--- src/rtl/food_placer.sv ---
// food_placer: picks a random free playfield cell for the next food item.
// Steps an external generator, range-checks the candidate, asks an occupancy
// responder whether the cell is taken, and retries up to MAX_TRIES times.
module food_placer #(
  parameter int WIDTH     = 20,
  parameter int HEIGHT    = 15,
  parameter int MAX_TRIES = 31
) (
  input  logic       clk,
  input  logic       rst_n,
  input  logic       start,
  input  logic       abort,
  output logic       rng_update,
  input  logic [3:0] rng4,
  input  logic [4:0] rng5,
  output logic       occ_req,
  output logic [4:0] occ_x,
  output logic [3:0] occ_y,
  input  logic       occ_ack,
  input  logic       occ_hit,
  output logic       busy,
  output logic       done,
  output logic       fail,
  output logic [4:0] food_x,
  output logic [3:0] food_y,
  output logic [4:0] tries
);

  typedef enum logic [2:0] {
    IDLE   = 3'd0,
    STEP   = 3'd1,
    SAMPLE = 3'd2,
    QUERY  = 3'd3,
    DONE   = 3'd4
  } state_t;

  localparam logic [5:0] WIDTH_L  = 6'(WIDTH);
  localparam logic [4:0] HEIGHT_L = 5'(HEIGHT);
  localparam logic [4:0] MAX_L    = 5'(MAX_TRIES);

  state_t     state_q, state_d;
  logic [4:0] tries_q, tries_d;
  logic       fail_q, fail_d;
  logic [4:0] food_x_q, food_x_d;
  logic [3:0] food_y_q, food_y_d;
  logic [4:0] occ_x_q, occ_x_d;
  logic [3:0] occ_y_q, occ_y_d;

  logic in_range;
  logic can_retry;

  // Candidate must lie inside the playfield; retries allowed while budget remains.
  always_comb begin
    in_range  = ({1'b0, rng5} < WIDTH_L) && ({1'b0, rng4} < HEIGHT_L);
    can_retry = (tries_q < MAX_L);
  end

  // State and datapath registers; reset returns everything to zero and IDLE.
  always_ff @(posedge clk) begin
    if (!rst_n) begin
      state_q  <= IDLE;
      tries_q  <= '0;
      fail_q   <= 1'b0;
      food_x_q <= '0;
      food_y_q <= '0;
      occ_x_q  <= '0;
      occ_y_q  <= '0;
    end else begin
      state_q  <= state_d;
      tries_q  <= tries_d;
      fail_q   <= fail_d;
      food_x_q <= food_x_d;
      food_y_q <= food_y_d;
      occ_x_q  <= occ_x_d;
      occ_y_q  <= occ_y_d;
    end
  end

  // Next-state selection; abort overrides everything except an IDLE start.
  always_comb begin
    state_d = state_q;
    case (state_q)
      IDLE:    if (start) state_d = STEP;
      STEP:    state_d = SAMPLE;
      SAMPLE: begin
        if (in_range)       state_d = QUERY;
        else if (can_retry) state_d = STEP;
        else                state_d = DONE;
      end
      QUERY: begin
        if (occ_ack) begin
          if (!occ_hit)       state_d = DONE;
          else if (can_retry) state_d = STEP;
          else                state_d = DONE;
        end
      end
      DONE:    state_d = IDLE;
      default: state_d = IDLE;
    endcase
    if (abort && (state_q != IDLE)) state_d = IDLE;
  end

  // Datapath updates: try counter, candidate latch, result and fail flag.
  always_comb begin
    tries_d  = tries_q;
    fail_d   = fail_q;
    food_x_d = food_x_q;
    food_y_d = food_y_q;
    occ_x_d  = occ_x_q;
    occ_y_d  = occ_y_q;
    case (state_q)
      IDLE: begin
        if (start) begin
          tries_d = '0;
          fail_d  = 1'b0;
        end
      end
      STEP: begin
        // Saturating: the FSM never re-enters STEP at the limit, this is a backstop.
        if (can_retry) tries_d = tries_q + 5'd1;
      end
      SAMPLE: begin
        // Generator has already advanced on the STEP edge, so rng values are fresh.
        occ_x_d = rng5;
        occ_y_d = rng4;
        if (!abort && !in_range && !can_retry) fail_d = 1'b1;
      end
      QUERY: begin
        if (!abort && occ_ack) begin
          if (!occ_hit) begin
            food_x_d = occ_x_q;
            food_y_d = occ_y_q;
            fail_d   = 1'b0;
          end else if (!can_retry) begin
            fail_d = 1'b1;
          end
        end
      end
      default: ;
    endcase
  end

  // Moore outputs decoded from the current state.
  always_comb begin
    rng_update = (state_q == STEP);
    occ_req    = (state_q == QUERY);
    busy       = (state_q != IDLE);
    done       = (state_q == DONE);
  end

  assign occ_x  = occ_x_q;
  assign occ_y  = occ_y_q;
  assign fail   = fail_q;
  assign food_x = food_x_q;
  assign food_y = food_y_q;
  assign tries  = tries_q;

endmodule

--- config.mk ---
export PLATFORM = sky130hd
export DESIGN_NAME = food_placer
export DESIGN_NICKNAME = d
export VERILOG_FILES = /design/src/rtl/food_placer.sv
export SDC_FILE = /design/constraint.sdc
export NUM_CORES = 1
export LEC_CHECK = 0
export CORE_MARGIN = 3
export CORE_UTILIZATION = 32
export CTS_CLUSTER_SIZE = 12
export DETAILED_ROUTE_END_ITERATION = 16
export PLACE_DENSITY = 0.68
export SLEW_MARGIN = 20
export SYNTH_ARGS = -nofsm -noshare
export SYNTH_HDL_FRONTEND = slang
export SYNTH_SLANG_ARGS = --single-unit
--- constraint.sdc ---
create_clock -name clk -period 3.19 [get_ports clk]
set_input_delay 0.638 -clock clk [delete_from_list [all_inputs] [get_ports clk]]
set_output_delay 0.638 -clock clk [all_outputs]
set_load 0.005 [all_outputs]
## Word level (Yosys, flattened, before mapping)

Cells that the tools add are included.

| word-level totals | value |
|---|---|
| word-level logic and storage cells | 55 |
| memories kept | 0 |
| register bits after elaboration | 27 |
| ROM bits | 0 |
| latch bits | 0 |
| memory bits (writable) | 0 |

| cells by class | value |
|---|---|
| multipliers | 0 |
| muxes and demuxes | 15 |
| reduce and logical (&&, ||, !) cells | 17 |
| add/subtract/negate cells | 1 |
| order comparisons | 3 |
| shift operators | 0 |
| div/mod/pow operators | 0 |
| bitwise logic cells | 2 |
| equal/unequal tests | 10 |

Operators with widths:

| cell | number |
|---|---|
| $mux 3 | 5 |
| $pmux 3 s4 | 1 |
| $lt 5x5->1 const B | 2 |
| $mux 5 | 2 |
| $pmux 5 s2 | 1 |
| $eq 3x2->1 const B | 2 |
| $ne 2x1->1 const B | 3 |
| $reduce_and 3->1 | 2 |
| $reduce_bool 3->1 | 2 |
| $add 5x1->5 const B | 1 |
| $logic_and 1x1->1 | 5 |
| $mux 1 | 5 |
| $reduce_and 5->1 | 1 |
| $lt 4x4->1 const B | 1 |
| $ne 2x2->1 const B | 2 |
| $eq 3x1->1 const B | 1 |
| $eq 3x3->1 const B | 1 |
| $logic_not 1->1 | 3 |
| $logic_not 3->1 | 1 |
| $ne 3x3->1 const B | 1 |
| $pmux 1 s3 | 1 |
| $not 1->1 | 2 |
| $reduce_and 2->1 | 1 |
| $reduce_bool 2->1 | 1 |
| $reduce_or 2->1 | 1 |

## Longest topological paths before layout

Gate-level depths: netlist (run 1).

| logic depth | value |
|---|---|
| depth after elaboration | 7 |
| depth in mapped cells | 6 |
| depth with buffers taken out | 4 |

## Worst setup path before layout (run 1)

OpenSTA, ideal clock, no wires.

| timing path | value |
|---|---|
| kind | register -> output |
| from | register state_q[0] |
| to | output busy |
| stages on the path, launching flop included | 3 |
| arrival | 0.813 ns |
| buffers on the path | 1 |
| setup slack | 1.739 ns |
| cells stage by stage | dfxtp_1 -> buf_4 -> or3_1 |

| between the ends | value |
|---|---|
| cells in the longest elaborated chain, start to end | 1 |

Ends and longest elaborated chain:

| element | RTL line | RTL |
|---|---|---|
| start, declared | 41 | `state_t state_q, state_d;` |
| start signal, assigned | 69 | `state_q <= state_d;` |
| $reduce_bool 3->1 | 147 | `busy = (state_q != IDLE);` |
| end, declared | 21 | `output logic busy,` |

No other way between the ends.

## Worst setup path in the final report (run 1)

| timing path | value |
|---|---|
| from | register state_q[0] |
| to | output rng_update |

| between the ends | value |
|---|---|
| cells in the longest elaborated chain, start to end | 1 |

Ends and longest elaborated chain:

| element | RTL line | RTL |
|---|---|---|
| $eq 3x1->1 | 145 | `rng_update = (state_q == STEP);` |
| end, declared | 13 | `output logic rng_update,` |

No other way between the ends.

==> metrics.cfg, run 1 <==
[outcome]
run_status=complete, no violations

[place]
place_congestion=0.747
place_ws_ns=0.838
dp_hpwl_um=2250
portBuffers=42

[critical_path]
cp_top_family=buffers and inverters
crit_type=register to output pin
r2r_setup_slack_ns=1.43
reg2reg_from=state_q[0]
critPathSlowestCell=clkdlybuf4s50_1
worst-path-buf-inv=2
arrival_ns=1.85
max_stage_delay_ns=0.56
setup.worst_path.start=state_q[0]
worstPathRequired_ns=2.55
cp-start-kind=register
crit_chain=inv_1 > nor3_1 > clkdlybuf4s50_1
path_max_fanout=12
endpoint_kind=output pin

[die]
start_util_pct=33.9
rows=22
io_pins=43
core_area_um2=3740
die_h_um=69.0
die_area_um2=4760
die_w_um=69.0

[timing]
maxSlewHeadroom_pct=59.6
drv_slew=0
setup_viol=0
final.min_clock_period_ns=2.49
fin_skew_ns=0.00395
worstMarginPinSlew_ns=0.605
worst_slack_ns=0.703
rsz0062_at_grt=no
timing.fmax_mhz=402
post-route-period-util_pct=78.0
tns_ns=0
hold_viol=0

[synthesis]
ys_seq_area_share_pct=42.6
syn_avg_cell_area_um2=9.13
ys_types=35
ys_warn_count=0
yosys.area.top_type=dfxtp_1
yosysTopAreaCellShare_pct=42.6
synth_seq_cells=27
netlist_area_um2=1270
synth_nets=155
synth_area_leaders=dfxtp_1 (43%), mux2i_1 (7.1%), nand2_1 (6.2%)
netlist_instances=139

[route]
firstDrtPassIters=4
wirelength_um=2970
routedWlPerCell_um=13.1
drt_drc_violations_left=0
vias=1104
vias_per_cell=4.86
ant_nets=0
initialDrtViolationCount=86

[cells_and_area]
final_cell_mix=clkdlybuf4s50_1 (42), dfxtp_1 (27), nand2_1 (21), nor2b_1 (10)
layout_commonest_cell=clkdlybuf4s50_1
layout-drive-gt1-share_pct=6.15
diodes=0
syn2layout_area_growth_pct=38.4
final_nets=196

[grt]
grt_pass1_vias=1039
grt_pass1_wl_um=4770
grt_util_all_layers_pct=13.5
antenna_found_initial=0
grt_start_max_net_pins=24
overflow=0

[cts]
cts_resized=0
clk_latency_ns=0.27
clock_sinks=27
cts-buffers-inserted=3
cts_setup_buffers=0
cts_hold_buf=0
clock-root-buffer=clkbuf_8
clk_pin_slew_ns=0.09
cts_max_path_buffers=2
cts_max_level=1
cts_tree=built

[run]
cap_violations=0

[power]
ir_worst_vdd_mv=0.187
p_per_area_nw_per_um2=350
p_leak_uw=0.000665

[min_path]
min_from=occ_y[1]
min_path_type=register to register

cell families after synthesis:
family                     Yosys count  synth area share, %
and+or+nand+nor                     59                 26.2
AOI/OAI and AO/OA                   31                 17.6
DFF                                 27                 42.6
buffers and inverters               11                 4.83
muxes                                9                 7.10
xor gates and xnor gates             1                0.690
adders and majority gates            1                0.986
synthesized netlist by cell type:
cell type / number
a21boi_1: 9
o21ai_0: 6
xor2_1: 1
and2b_1: 1
a211oi_2: 1
nand3_1: 5
dfxtp_1: 27
a311o_1: 1
o311ai_4: 1
or3_1: 4
ha_1: 1
nor3b_1: 1
clkbuf_1: 2
nor2_4: 1
buf_6: 1
inv_1: 4
nand4_4: 1
a211oi_1: 2
and2_1: 2
a32oi_1: 1
a21oi_1: 6
buf_2: 1
nor3b_2: 1
nor4b_2: 1
or2_2: 1
nor2_1: 4
nor3_1: 4
nor2b_1: 10
mux2i_1: 9
nand4_1: 1
nand2_1: 21
nand2b_1: 1
a21boi_0: 1
buf_4: 3
o21ai_1: 3
stage by stage:
step	hold slack (ns)	util (%)	cell area, µm²	std cells	total power [µW]
floorplan	0.464	-	1270	139	392
global placement	0.461	45.7	1710	223	431
detailed placement	0.469	45.7	1710	223	432
CTS	0.482	46.9	1760	227	624
global route	0.501	46.9	1760	227	644
finish	0.480	46.9	1760	227	614
state kept, by name, indices dropped and copies added, names as in the netlist:
signal	count
food_x	5
occ_y	4
occ_x	5
fail	1
food_y	4
tries	5
state_q	3
final cells by class:
type,count,area [µm²]
clock buffer,4,45.0
fill,391,1990
inverter,4,15.0
multi-input combinational,101,667
sequential,27,541
tap,48,60.1
timing repair buffer,43,428
worst register-to-register path, cell delays in order, from the launching register on:
cell and delay [ns]:
dfxtp_1 0.54, nor4b_2 0.26, nand3_1 0.47, mux2i_1 0.32
nor2b_1 0.06
where the power goes:
group          leakage [µW]  total (µW)  internal, µW  switching (µW)
combinational      0.000424        72.8          42.0            30.8
clock             0.0000228         191          89.4             102
sequential         0.000218         351           342            8.70
total              0.000665         614           473             141
final timing paths:
path,to,depth (start not counted)
worst max-delay path,rng_update,3
worst min-delay path,occ_y[1],2
worst max register to register,food_y[2],4
worst min register to register,occ_y[1],2
metal layers:
layer  vias up  routed length [µm]  global-route usage [%]
met5         -                   0                       0
met4         0                  70                    8.03
met3         4                 204                    1.94
met2        34                1410                    23.2
met1       507                1290                    15.7
li1        559                   -                       -
Power figures use the tool's default switching activity.
==> inputs of run 2 (changes only) <==
--- a/config.mk
+++ b/config.mk
@@ -9,7 +9,7 @@
 export CORE_UTILIZATION = 32
 export CTS_CLUSTER_SIZE = 12
 export DETAILED_ROUTE_END_ITERATION = 16
-export PLACE_DENSITY = 0.68
+export PLACE_DENSITY = 0.7
 export SLEW_MARGIN = 20
 export SYNTH_ARGS = -nofsm -noshare
 export SYNTH_HDL_FRONTEND = slang
==> constraint.sdc (replaced) <==
create_clock -name clk -period 2.1 [get_ports clk]
set_input_delay 0.42 -clock clk [delete_from_list [all_inputs] [get_ports clk]]
set_output_delay 0.42 -clock clk [all_outputs]
set_load 0.005 [all_outputs]
==> run 2 against run 1 <==
  * Critical path depth is 1 lower
  * Global-route usage is 0.13 points lower
  * Flip-flop and latch count stayed put
==> metrics.cfg, run 2 (same netlist as run 1, synthesis figures left out) <==
[grt]
grt_pass1_vias=1071  ; was 1039
grt_pass1_wl_um=4890  ; was 4770 µm
grt_start_max_net_pins=22  ; was 24
antenna_found_initial=0  ; unchanged
grt_util_all_layers_pct=13.4  ; was 13.5%
overflow=0  ; unchanged

[power]
p_leak_uw=0.000679  ; was 0.000665 µW
ir_worst_vdd_mv=0.250  ; was 0.187 mV
p_per_area_nw_per_um2=528  ; was 350 nW/µm²

[timing]
fin_skew_ns=0.00552  ; was 0.00395 ns
worst_slack_ns=0.0776  ; was 0.703 ns
timing.fmax_mhz=494
drv_slew=0  ; unchanged
fin_hold_ws_ns=0.474  ; was 0.480 ns
post-route-period-util_pct=96.3
final.min_clock_period_ns=2.02
setup_viol=0  ; unchanged
maxSlewHeadroom_pct=72.9  ; was 59.6%
hold_viol=0  ; unchanged
worstMarginPinSlew_ns=0.406  ; was 0.605 ns
rsz0062_at_grt=no  ; unchanged
tns_ns=0  ; unchanged

[route]
vias=1133  ; was 1104
wirelength_um=2930  ; was 2970 µm
vias_per_cell=4.95  ; was 4.86
ant_nets=0  ; unchanged
initialDrtViolationCount=75  ; was 86
routedWlPerCell_um=12.8  ; was 13.1 µm
firstDrtPassIters=4  ; unchanged
drt_drc_violations_left=0  ; unchanged

[cells_and_area]
final_nets=198  ; was 196
layout_commonest_cell=clkdlybuf4s50_1  ; unchanged
layout-drive-gt1-share_pct=8.84  ; was 6.15%
diodes=0  ; unchanged
syn2layout_area_growth_pct=40.1  ; was 38.4%
final_cell_mix=clkdlybuf4s50_1 (42), dfxtp_1 (26), nand2_1 (21), nor2b_1 (10)  ; was clkdlybuf4s50_1 (42), dfxtp_1 (27), nand2_1 (21), nor2b_1 (10)
fin_util_pct=47.5  ; was 46.9%
n_fill_cell=363  ; was 391

[die]
io_pins=43  ; unchanged
die_h_um=69.0  ; unchanged
rows=22  ; unchanged
core_area_um2=3740  ; unchanged
die_area_um2=4760  ; unchanged
die_w_um=69.0  ; unchanged
start_util_pct=33.9  ; unchanged

[cts]
clk_latency_ns=0.27  ; about the same
cts_tree=built  ; unchanged
clock_sinks=27  ; unchanged
clock-root-buffer=clkbuf_8  ; unchanged
cts_max_level=1  ; unchanged
cts-buffers-inserted=3  ; unchanged
cts_setup_buffers=0  ; unchanged
cts_max_path_buffers=2  ; unchanged
clk_pin_slew_ns=0.09  ; about the same

[critical_path]
arrival_ns=1.60  ; was 1.85 ns
critPathSlowestCell=clkdlybuf4s50_1  ; unchanged
max_stage_delay_ns=0.46  ; was 0.56 ns
worst-path-buf-inv=1  ; was 2
endpoint_kind=output pin  ; unchanged
cp-start-kind=register  ; unchanged
cp_top_family=buffers and inverters  ; unchanged
path_max_fanout=10  ; was 12
crit_type=register to output pin  ; unchanged
crit_chain=or3_1 > clkdlybuf4s50_1  ; was inv_1 > nor3_1 > clkdlybuf4s50_1
worstPathRequired_ns=1.68  ; was 2.55 ns

[run]
cap_violations=0  ; unchanged

[outcome]
run_status=complete, no violations  ; unchanged

[place]
dp_hpwl_um=2260  ; was 2250 µm
place_congestion=0.832  ; was 0.747
place_ws_ns=0.272  ; was 0.838 ns
portBuffers=42  ; unchanged

[min_path]
min_path_type=register to register  ; unchanged

-- run 2: where the power goes --
part           switching (µW)  internal, µW
clock                     160           133
sequential               11.1           520
combinational            50.1          66.0
-- run 2: worst paths after layout --
path	startpoint	to	slack, ns	depth (start not counted)
worst max-delay path	state_q[2]	busy	0.08	2
worst min-delay path	occ_x[2]	occ_x[2]	0.47	2
worst max register to register	tries[0]	tries[3]	0.69	4
worst min register to register	occ_x[2]	occ_x[2]	0.47	2
-- run 2: area by class of cell --
cell class                      instances  area [µm²]  area share (%)
Inverter                                4        15.0           0.844
Sequential cell                        27         542            30.5
Tap cell                               48        60.1            3.38
Clock inverter                          1        5.00           0.281
Multi-Input combinational cell        101         672            37.8
Timing Repair Buffer                   45         443            24.9
Clock buffer                            3        41.3            2.32
-- run 2: per-layer routing --
layer  track usage, %  vias up  share of wire, %  wire, µm
met2             21.2       30                46      1340
met5                0        -                 0         0
li1                 -      570                 -         -
met3             3.24        4               6.6       194
met1             18.2      529                47      1370
met4             3.16        0              0.65        19
-- run 2: per-stage QoR --
stage / instance area, µm² / total power [µW] / std cells
6_report: 1780 / 940 / 229
5_1_grt: 1780 / 980 / 229
4_1_cts: 1770 / 948 / 229
3_5_place_dp: 1730 / 659 / 225
3_3_place_gp: 1730 / 655 / 225
2_1_floorplan: 1270 / 595 / 139
-- run 2: worst reg2reg max path, delay by kind of cell (launching register included) --
family / cells / cell delay, ns
AOI/OAI and AO/OA: 3 / 0.71
and+or+nand+nor: 1 / 0.18
DFF: 1 / 0.47
-- run 2: timing repair --
item	in CTS	in global routing
endpoints found under the hold margin	0	0
gates resized for setup	0	2
hold buffers	0	0
setup endpoints to repair	0	2
